--- config.mk ---
export PLATFORM = sky130hd
export DESIGN_NAME = stream_upsizer
export DESIGN_NICKNAME = d
export VERILOG_FILES = /design/src/rtl/stream_upsizer.sv
export SDC_FILE = /design/constraint.sdc
export NUM_CORES = 1
export LEC_CHECK = 0
export ABC_CLOCK_PERIOD_IN_PS = 1930
export CAP_MARGIN = 20
export CORE_ASPECT_RATIO = 1.5
export CORE_MARGIN = 2
export CORE_UTILIZATION = 42
export DETAILED_ROUTE_END_ITERATION = 8
export DONT_BUFFER_PORTS = 1
export GPL_ROUTABILITY_DRIVEN = 0
export PLACE_DENSITY = 0.57
export SYNTH_ARGS = -nofsm -noshare
export SYNTH_HDL_FRONTEND = slang
export SYNTH_SLANG_ARGS = --single-unit
--- constraint.sdc ---
create_clock -name clk -period 1.93 [get_ports clk]
set_input_delay 0.193 -clock clk [delete_from_list [all_inputs] [get_ports clk]]
set_output_delay 0.193 -clock clk [all_outputs]
set_load 0.1 [all_outputs]
--- src/rtl/stream_upsizer.sv ---
// Width upsizer: packs SCALE consecutive DW_IN-bit stream words into one DW_IN*SCALE-bit word,
// little-endian, with full-rate throughput and a registered master side.
module stream_upsizer #(
    parameter int DW_IN = 16,
    parameter int SCALE = 3
) (
    input  logic                   clk,
    input  logic                   rst,
    input  logic [DW_IN-1:0]       s_data_i,
    input  logic                   s_valid_i,
    output logic                   s_ready_o,
    output logic [DW_IN*SCALE-1:0] m_data_o,
    output logic                   m_valid_o,
    input  logic                   m_ready_i
);

    localparam int              DW_OUT   = DW_IN * SCALE;
    localparam int              CW       = (SCALE > 1) ? $clog2(SCALE) : 1;
    localparam logic [CW-1:0]   LAST_IDX = CW'(SCALE - 1);

    logic [CW-1:0]     cnt_r;
    logic [CW-1:0]     cnt_nxt_s;
    logic [DW_OUT-1:0] acc_r;
    logic [DW_OUT-1:0] acc_nxt_s;
    logic [DW_OUT-1:0] acc_ins_s;
    logic [DW_OUT-1:0] data_r;
    logic [DW_OUT-1:0] data_nxt_s;
    logic              valid_r;
    logic              valid_nxt_s;
    logic              last_s;
    logic              ready_s;
    logic              in_xfer_s;
    logic              out_xfer_s;

    // Handshake decode; ready never looks at s_valid_i, only at counter and output slot.
    always_comb begin
        last_s     = (cnt_r == LAST_IDX);
        ready_s    = !last_s || !valid_r || m_ready_i;
        in_xfer_s  = s_valid_i && ready_s;
        out_xfer_s = valid_r && m_ready_i;
    end

    // Accumulated words with the incoming word dropped into the slot selected by the counter.
    always_comb begin
        acc_ins_s = acc_r;
        for (int k = 0; k < SCALE; k++) begin
            acc_ins_s[k*DW_IN +: DW_IN] = (cnt_r == CW'(k)) ? s_data_i : acc_r[k*DW_IN +: DW_IN];
        end
    end

    // Next-state: final word loads the output slot directly, earlier words go to the accumulator.
    always_comb begin
        cnt_nxt_s   = cnt_r;
        acc_nxt_s   = acc_r;
        data_nxt_s  = data_r;
        valid_nxt_s = valid_r;
        if (in_xfer_s && last_s) begin
            cnt_nxt_s   = {CW{1'b0}};
            data_nxt_s  = acc_ins_s;
            valid_nxt_s = 1'b1;
        end else if (in_xfer_s) begin
            cnt_nxt_s = cnt_r + CW'(1);
            acc_nxt_s = acc_ins_s;
            if (out_xfer_s) begin
                valid_nxt_s = 1'b0;
            end else begin
                valid_nxt_s = valid_r;
            end
        end else if (out_xfer_s) begin
            valid_nxt_s = 1'b0;
        end else begin
            valid_nxt_s = valid_r;
        end
    end

    // State registers; reset drops any partial word and any pending output word.
    always_ff @(posedge clk or negedge rst) begin
        if (!rst) begin
            cnt_r   <= {CW{1'b0}};
            acc_r   <= {DW_OUT{1'b0}};
            data_r  <= {DW_OUT{1'b0}};
            valid_r <= 1'b0;
        end else begin
            cnt_r   <= cnt_nxt_s;
            acc_r   <= acc_nxt_s;
            data_r  <= data_nxt_s;
            valid_r <= valid_nxt_s;
        end
    end

    assign s_ready_o = ready_s;
    assign m_data_o  = data_r;
    assign m_valid_o = valid_r;

endmodule

==> results of run 1 <==
==> final cells by class <==
| type | instances | share of cell area |
|---|---|---|
| sequential | 83 | 0.4988 |
| timing repair buffer | 70 | 0.1417 |
| clock buffer | 12 | 0.06396 |
| multi-input combinational | 91 | 0.2553 |
| clock inverter | 4 | 0.007808 |
| inverter | 2 | 0.001802 |
| tap | 102 | 0.03063 |
==> worst max-delay path, delay by kind of cell (launching register included) <==
| family | cells | cell delay [ns] |
|---|---|---|
| flops | 1 | 0.46 |
| mux | 1 | 0.37 |
| simple gates | 2 | 0.44 |
| buf+inv | 1 | 0.20 |
==> Yosys cell counts (all sizes together) <==
cell	count	area [sq um]
inv	2	7.510
nand3	1	10.01
o31a	1	8.760
and3	1	11.26
nor3	1	16.27
nor2b	1	8.760
o21ai	1	5.000
nand2b	2	12.51
mux2	80	975.9
a21o	1	7.510
dfrtp	83	2077
nand2	2	7.510
buf	7	63.81
==> metal layers <==
layer,GRT usage,wire [um],vias to the layer above
met4,0.09123,150,0
li1,-,-,791
met3,0.04091,300,11
met2,0.2690,3357,49
met1,0.1915,2468,906
met5,0,0,-
==> kinds of logic after synthesis <==
| family | count (synthesis) | synth area share |
|---|---|---|
| DFF | 83 | 0.6467 |
| buffers and inverters | 9 | 0.02221 |
| and+or+nand+nor | 8 | 0.02065 |
| muxes | 80 | 0.3039 |
| AOI/OAI and AO/OA | 3 | 0.006622 |
==> state kept, by name, summed over array words and instances, names as in the netlist <==
register   flops
acc_r         32
m_valid_o      1
cnt_r          2
m_data_o      48
==> worst paths after layout <==
path | start | to | slack [ns] | cells past startpoint
max in group asynchronous | rst | acc_r[27]$_DFFE_PN0P_ | 2.27 | 0
setup reg to reg | cnt_r[0]$_DFFE_PN0P_ | m_data_o[9]$_DFFE_PN0P_ | 0.34 | 4
setup / recovery | cnt_r[0]$_DFFE_PN0P_ | m_data_o[9]$_DFFE_PN0P_ | 0.34 | 4
min in group clk | s_data_i[9] | m_data_o[41]$_DFFE_PN0P_ | 0.01 | 1
hold / removal | rst | m_data_o[3]$_DFFE_PN0P_ | -0.44 | 0
hold reg to reg | acc_r[18]$_DFFE_PN0P_ | m_data_o[18]$_DFFE_PN0P_ | 0.50 | 1
==> metrics by stage <==
stage                     hold WS [ns]  cell area [sq um]  setup WS, ns  instances  utilization
after global routing           -0.4668               4167        0.2875        364       0.5544
after detailed placement      -0.09844               3707        0.3413        332       0.4933
after floorplan                -0.1026               3213        0.1573        183            -
after global placement        -0.09874               3707        0.4335        332       0.4933
final                          -0.4431               4167        0.3351        364       0.5544
after CTS                      -0.4576               4116        0.3318        359       0.5478
==> implementation parameters, run 1 <==
Parameter                              Value

Clock tree
  Count of buffers added by post-CTS timing repair for setup    0
  Clock transition at the registers of the reported paths    approximately 0.060 ns
  Clock tree from TritonCTS    done
  CTS Buf Count    9
  Clock latency on the worst-skew pair    between 0.3 and 0.4 ns
  CTS max path bufs    2
  Gates resized, CTS repair    0
  Number of buffers added to fix hold violations after cts    11
  Number of H-tree levels    3
  Root buffer cell    sky130_fd_sc_hd__clkbuf_16
  CTS Sinks    between 80 and 90

Critical path
  Max stage delay cell, worst path    sky130_fd_sc_hd__dfrtp_1
  Max Fanout on Critical Path    24
  Kind of capture point of the worst setup path    flop
  Data arrival time of the critical path    between 1.5 and 2 ns
  Crit Path Category    flop to flop
  Delay of the slowest cell on the worst path    roughly 0.46 ns
  Req. time, crit path    around 2.1 ns
  Critical path cell sequence    nor2b_2 -> and3_4 -> buf_12 -> mux2_2
  Setup crit start kind    flop

Global route
  Pin count of the biggest net entering global routing    84
  Total overflow reported by the global router    0
  Vias in the first global route    approximately 2,000
  Global-route wire length before repair    slightly above 10,000 um
  Initial antenna violation count    0
  Total track usage    0.1649

Die
  Number of rows in the core area    39
  Initial standard-cell utilization of the core    0.4274
  Ports placed on the boundary    70
  Overall die width    75.40 um
  Core box area    7515 sq um
  Vert. Die Dim    ~110 um
  Die Outline Area    about 8400 sq um

Synthesis
  Seq/Total Area, Yosys    0.6467
  Gate count of the mapped netlist    between 150 and 200
  Average size of a mapped cell    17.55 sq um
  Unique cell type count in the Yosys netlist    17
  Post-synth design cell area    around 3200 sq um
  FF+latch count, synth    between 80 and 90
  YS warnings    0
  Synthesized net count    just over 200

Cells and area
  Most common cell after layout, fill and taps aside    sky130_fd_sc_hd__dfrtp_1
  Area growth from synthesis to layout    29.72%
  FILL cells    630
  Combined area of the multi-input logic cells    1064 sq um
  Net count, final    between 200 and 300
  Register cell area after layout    slightly above 2000 sq um
  Proportion of layout cells with a drive suffix above 1    0.5916
  Ant diodes    0
  Commonest non-fill, non-tap cells in the layout    sky130_fd_sc_hd__dfrtp_1 (82), sky130_fd_sc_hd__mux2_2 (60), sky130_fd_sc_hd__buf_4 (52)

Route
  Number of detailed-route iterations in the first pass    4
  Final routed wire length divided by cell count    ~17 um
  Detailed router's first-iteration violation count    84
  Post-Route WL    between 6000 and 7000 um
  DR vias    between 1,500 and 2,000
  Remaining antenna violation count after routing    0
  Remaining DRCs    0
  Via density per instance    about 4.8

Run status
  Failing checks    hold timing
  Status    finished, violations left

STA
  Tmin final    1.595 ns
  Rel. slew slack    0.6687
  Post-route worst hold slack    -0.4431 ns
  Final count of negative-setup-slack endpoints    0
  Final Cycle Share    0.8264
  Final number of hold-violating endpoints    between 80 and 90
  Number of pins exceeding their max-slew limit in the final report    0
  Clock skew    0.004252 ns
  RSZ-0062 raised after global routing    no
  Fmax    0.6270 GHz
  Final-layout setup total negative slack    0 ns
  Slew of the pin with the lowest slew margin    roughly 0.5 ns

Worst hold path
  Type of the tightest min-delay check    input port to asynchronous set/reset pin

Placement
  Final HPWL from detailed placement    between 4000 and 5000 um
  Port bufs    0

Flow run
  Maxcap violations    0
Power of run 1 is left out: the tool's default activity adds up to more than one toggle a clock period on the data nets, which glitch-free logic cannot reach.
==> run 2: changes to the inputs <==
--- a/config.mk
+++ b/config.mk
@@ -5,7 +5,7 @@
 export SDC_FILE = /design/constraint.sdc
 export NUM_CORES = 1
 export LEC_CHECK = 0
-export ABC_CLOCK_PERIOD_IN_PS = 1930
+export ABC_CLOCK_PERIOD_IN_PS = 1600
 export CAP_MARGIN = 20
 export CORE_ASPECT_RATIO = 1.5
 export CORE_MARGIN = 2
==> constraint.sdc (replaced) <==
create_clock -name clk -period 1.6 [get_ports clk]
set_input_delay 0.16 -clock clk [delete_from_list [all_inputs] [get_ports clk]]
set_output_delay 0.16 -clock clk [all_outputs]
set_load 0.1 [all_outputs]
==> implementation parameters, run 2 (synthesis results as in run 1) <==
Parameter                              Value

Run status
  Status    finished, violations left
  Failing checks    hold timing

Placement
  Cell area after placement    3775 sq um (+1.8%)
  Final HPWL from detailed placement    4152 um (+0.67%)
  Port bufs    0 (unchanged)

Die
  Vert. Die Dim    111.1 um (unchanged)
  Number of rows in the core area    39 (unchanged)
  Initial standard-cell utilization of the core    0.4274 (unchanged)
  Overall die width    75.40 um (unchanged)
  Ports placed on the boundary    70 (unchanged)
  Core box area    7515 sq um (unchanged)
  Die Outline Area    8377 sq um (unchanged)

Clock tree
  Clock transition at the registers of the reported paths    0.06 ns (about the same)
  Root buffer cell    sky130_fd_sc_hd__clkbuf_16
  Gates resized, CTS repair    0 (unchanged)
  CTS max path bufs    2 (unchanged)
  Clock tree from TritonCTS    done
  Number of H-tree levels    3 (unchanged)
  Count of buffers added by post-CTS timing repair for setup    0 (unchanged)
  CTS Buf Count    9 (unchanged)
  CTS Sinks    83 (unchanged)
  Number of buffers added to fix hold violations after cts    17 (+6)
  Clock latency on the worst-skew pair    0.33 ns (about the same)

Global route
  Total track usage    0.1650 (about the same)
  Total overflow reported by the global router    0 (unchanged)
  Initial antenna violation count    0 (unchanged)
  Global-route wire length before repair    10,170 um (+0.47%)
  Vias in the first global route    1,984 (+1.6%)
  Pin count of the biggest net entering global routing    84 (unchanged)

Cells and area
  Most common cell after layout, fill and taps aside    sky130_fd_sc_hd__dfrtp_1
  Max FFs per register    48 (unchanged)
  Ant diodes    0 (unchanged)
  Area growth from synthesis to layout    31.98%
  Core occupancy in the finished layout    0.5641 (+0.009657)
  Commonest non-fill, non-tap cells in the layout    sky130_fd_sc_hd__dfrtp_1 (82), sky130_fd_sc_hd__mux2_2 (60), sky130_fd_sc_hd__buf_4 (54)
  Summed area of non-filler cells in the final layout    4239 sq um (+1.7%)
  Net count, final    282 (+1.8%)
  Proportion of layout cells with a drive suffix above 1    0.6030 (+0.01139)
  FILL cells    634 (+0.63%)

Route
  Final routed wire length divided by cell count    16.60 um (-3.7%)
  Post-Route WL    6124 um (-2.4%)
  Via density per instance    4.764 (-1.3%)
  Remaining DRCs    0 (unchanged)
  DR vias    1,758 (+0.057%)
  Remaining antenna violation count after routing    0 (unchanged)
  Number of detailed-route iterations in the first pass    2 (-2)
  Detailed router's first-iteration violation count    88 (+4.8%)

STA
  Slew of the pin with the lowest slew margin    0.2879 ns (-0.2085 ns)
  Rel. slew slack    0.8096 (+0.1410)
  Final count of negative-setup-slack endpoints    0 (unchanged)
  Fmax    0.6569 GHz (+4.8%)
  Final number of hold-violating endpoints    83 (unchanged)
  Post-route worst hold slack    -0.4755 ns (-0.03240 ns)
  Final Cycle Share    0.9514 (+0.1251)
  Tmin final    1.522 ns (-0.07259 ns)
  RSZ-0062 raised after global routing    no
  Final-layout setup total negative slack    0 ns (unchanged)
  Number of pins exceeding their max-slew limit in the final report    0 (unchanged)
  Clock skew    0.003325 ns (-0.0009264 ns)

Critical path
  Max stage delay cell, worst path    sky130_fd_sc_hd__dfrtp_1
  Max Fanout on Critical Path    26 (+8.3%)
  Setup crit start kind    flop
  Delay of the slowest cell on the worst path    0.39 ns (-0.07 ns)
  Req. time, crit path    1.81 ns (-0.33 ns)
  Data arrival time of the critical path    1.74 ns (-0.07 ns)
  R2r setup slk    0.08 ns (-0.26 ns)
  Crit Path Category    flop to flop
  Kind of capture point of the worst setup path    flop
  Critical path cell sequence    nor2b_2 -> and3_4 -> buf_12 -> mux2_2

Worst hold path
  Type of the tightest min-delay check    input port to asynchronous set/reset pin

Flow run
  Maxcap violations    0 (unchanged)
==> run 2: path summary, 6_finish.rpt <==
check                                startpoint                        to  cells past startpoint
max                        cnt_r[0]$_DFFE_PN0P_  m_data_o[47]$_DFFE_PN0P_                      4
min                                         rst   m_data_o[2]$_DFFE_PN0P_                      0
max reg2reg                cnt_r[0]$_DFFE_PN0P_  m_data_o[47]$_DFFE_PN0P_                      4
min reg2reg                acc_r[9]$_DFFE_PN0P_   m_data_o[9]$_DFFE_PN0P_                      1
max in group asynchronous                   rst  m_data_o[41]$_DFFE_PN0P_                      0
min in group clk                      m_ready_i     m_valid_o$_DFFE_PN0P_                      2
==> run 2: layout make-up <==
| class | instances | area [sq um] | share of cell area |
|---|---|---|---|
| Timing Repair Buffer | 75 | 655.6 | 0.1547 |
| Clock buffer | 10 | 239.0 | 0.05638 |
| Clock inverter | 6 | 55.05 | 0.01299 |
| Sequential cell | 83 | 2081 | 0.4909 |
| Multi-Input combinational cell | 91 | 1074 | 0.2532 |
| Tap cell | 102 | 127.6 | 0.03011 |
| Inverter | 2 | 7.507 | 0.001771 |
==> run 2: worst max-delay path, delay by kind of cell, from the launching register on <==
| kind | cells | cell delay [ns] |
|---|---|---|
| simple gates | 2 | 0.43 |
| flops | 1 | 0.39 |
| mux | 1 | 0.36 |
| buf+inv | 1 | 0.21 |
==> run 2: stage by stage <==
step | instances | worst slack (ns)
5_1_grt | 369 | 0.009888
3_3_place_gp | 336 | 0.1559
2_1_floorplan | 183 | -0.02093
4_1_cts | 369 | 0.06514
3_5_place_dp | 336 | 0.08524
6_report | 369 | 0.07774
==> run 2: layer usage <==
layer	track usage	share of wire	up-vias
met5	0	0	-
met4	0.07368	0.021	0
met3	0.05091	0.057	11
met2	0.2470	0.50	53
met1	0.2173	0.42	890
li1	-	-	804
Power of run 2 is left out for the same reason.
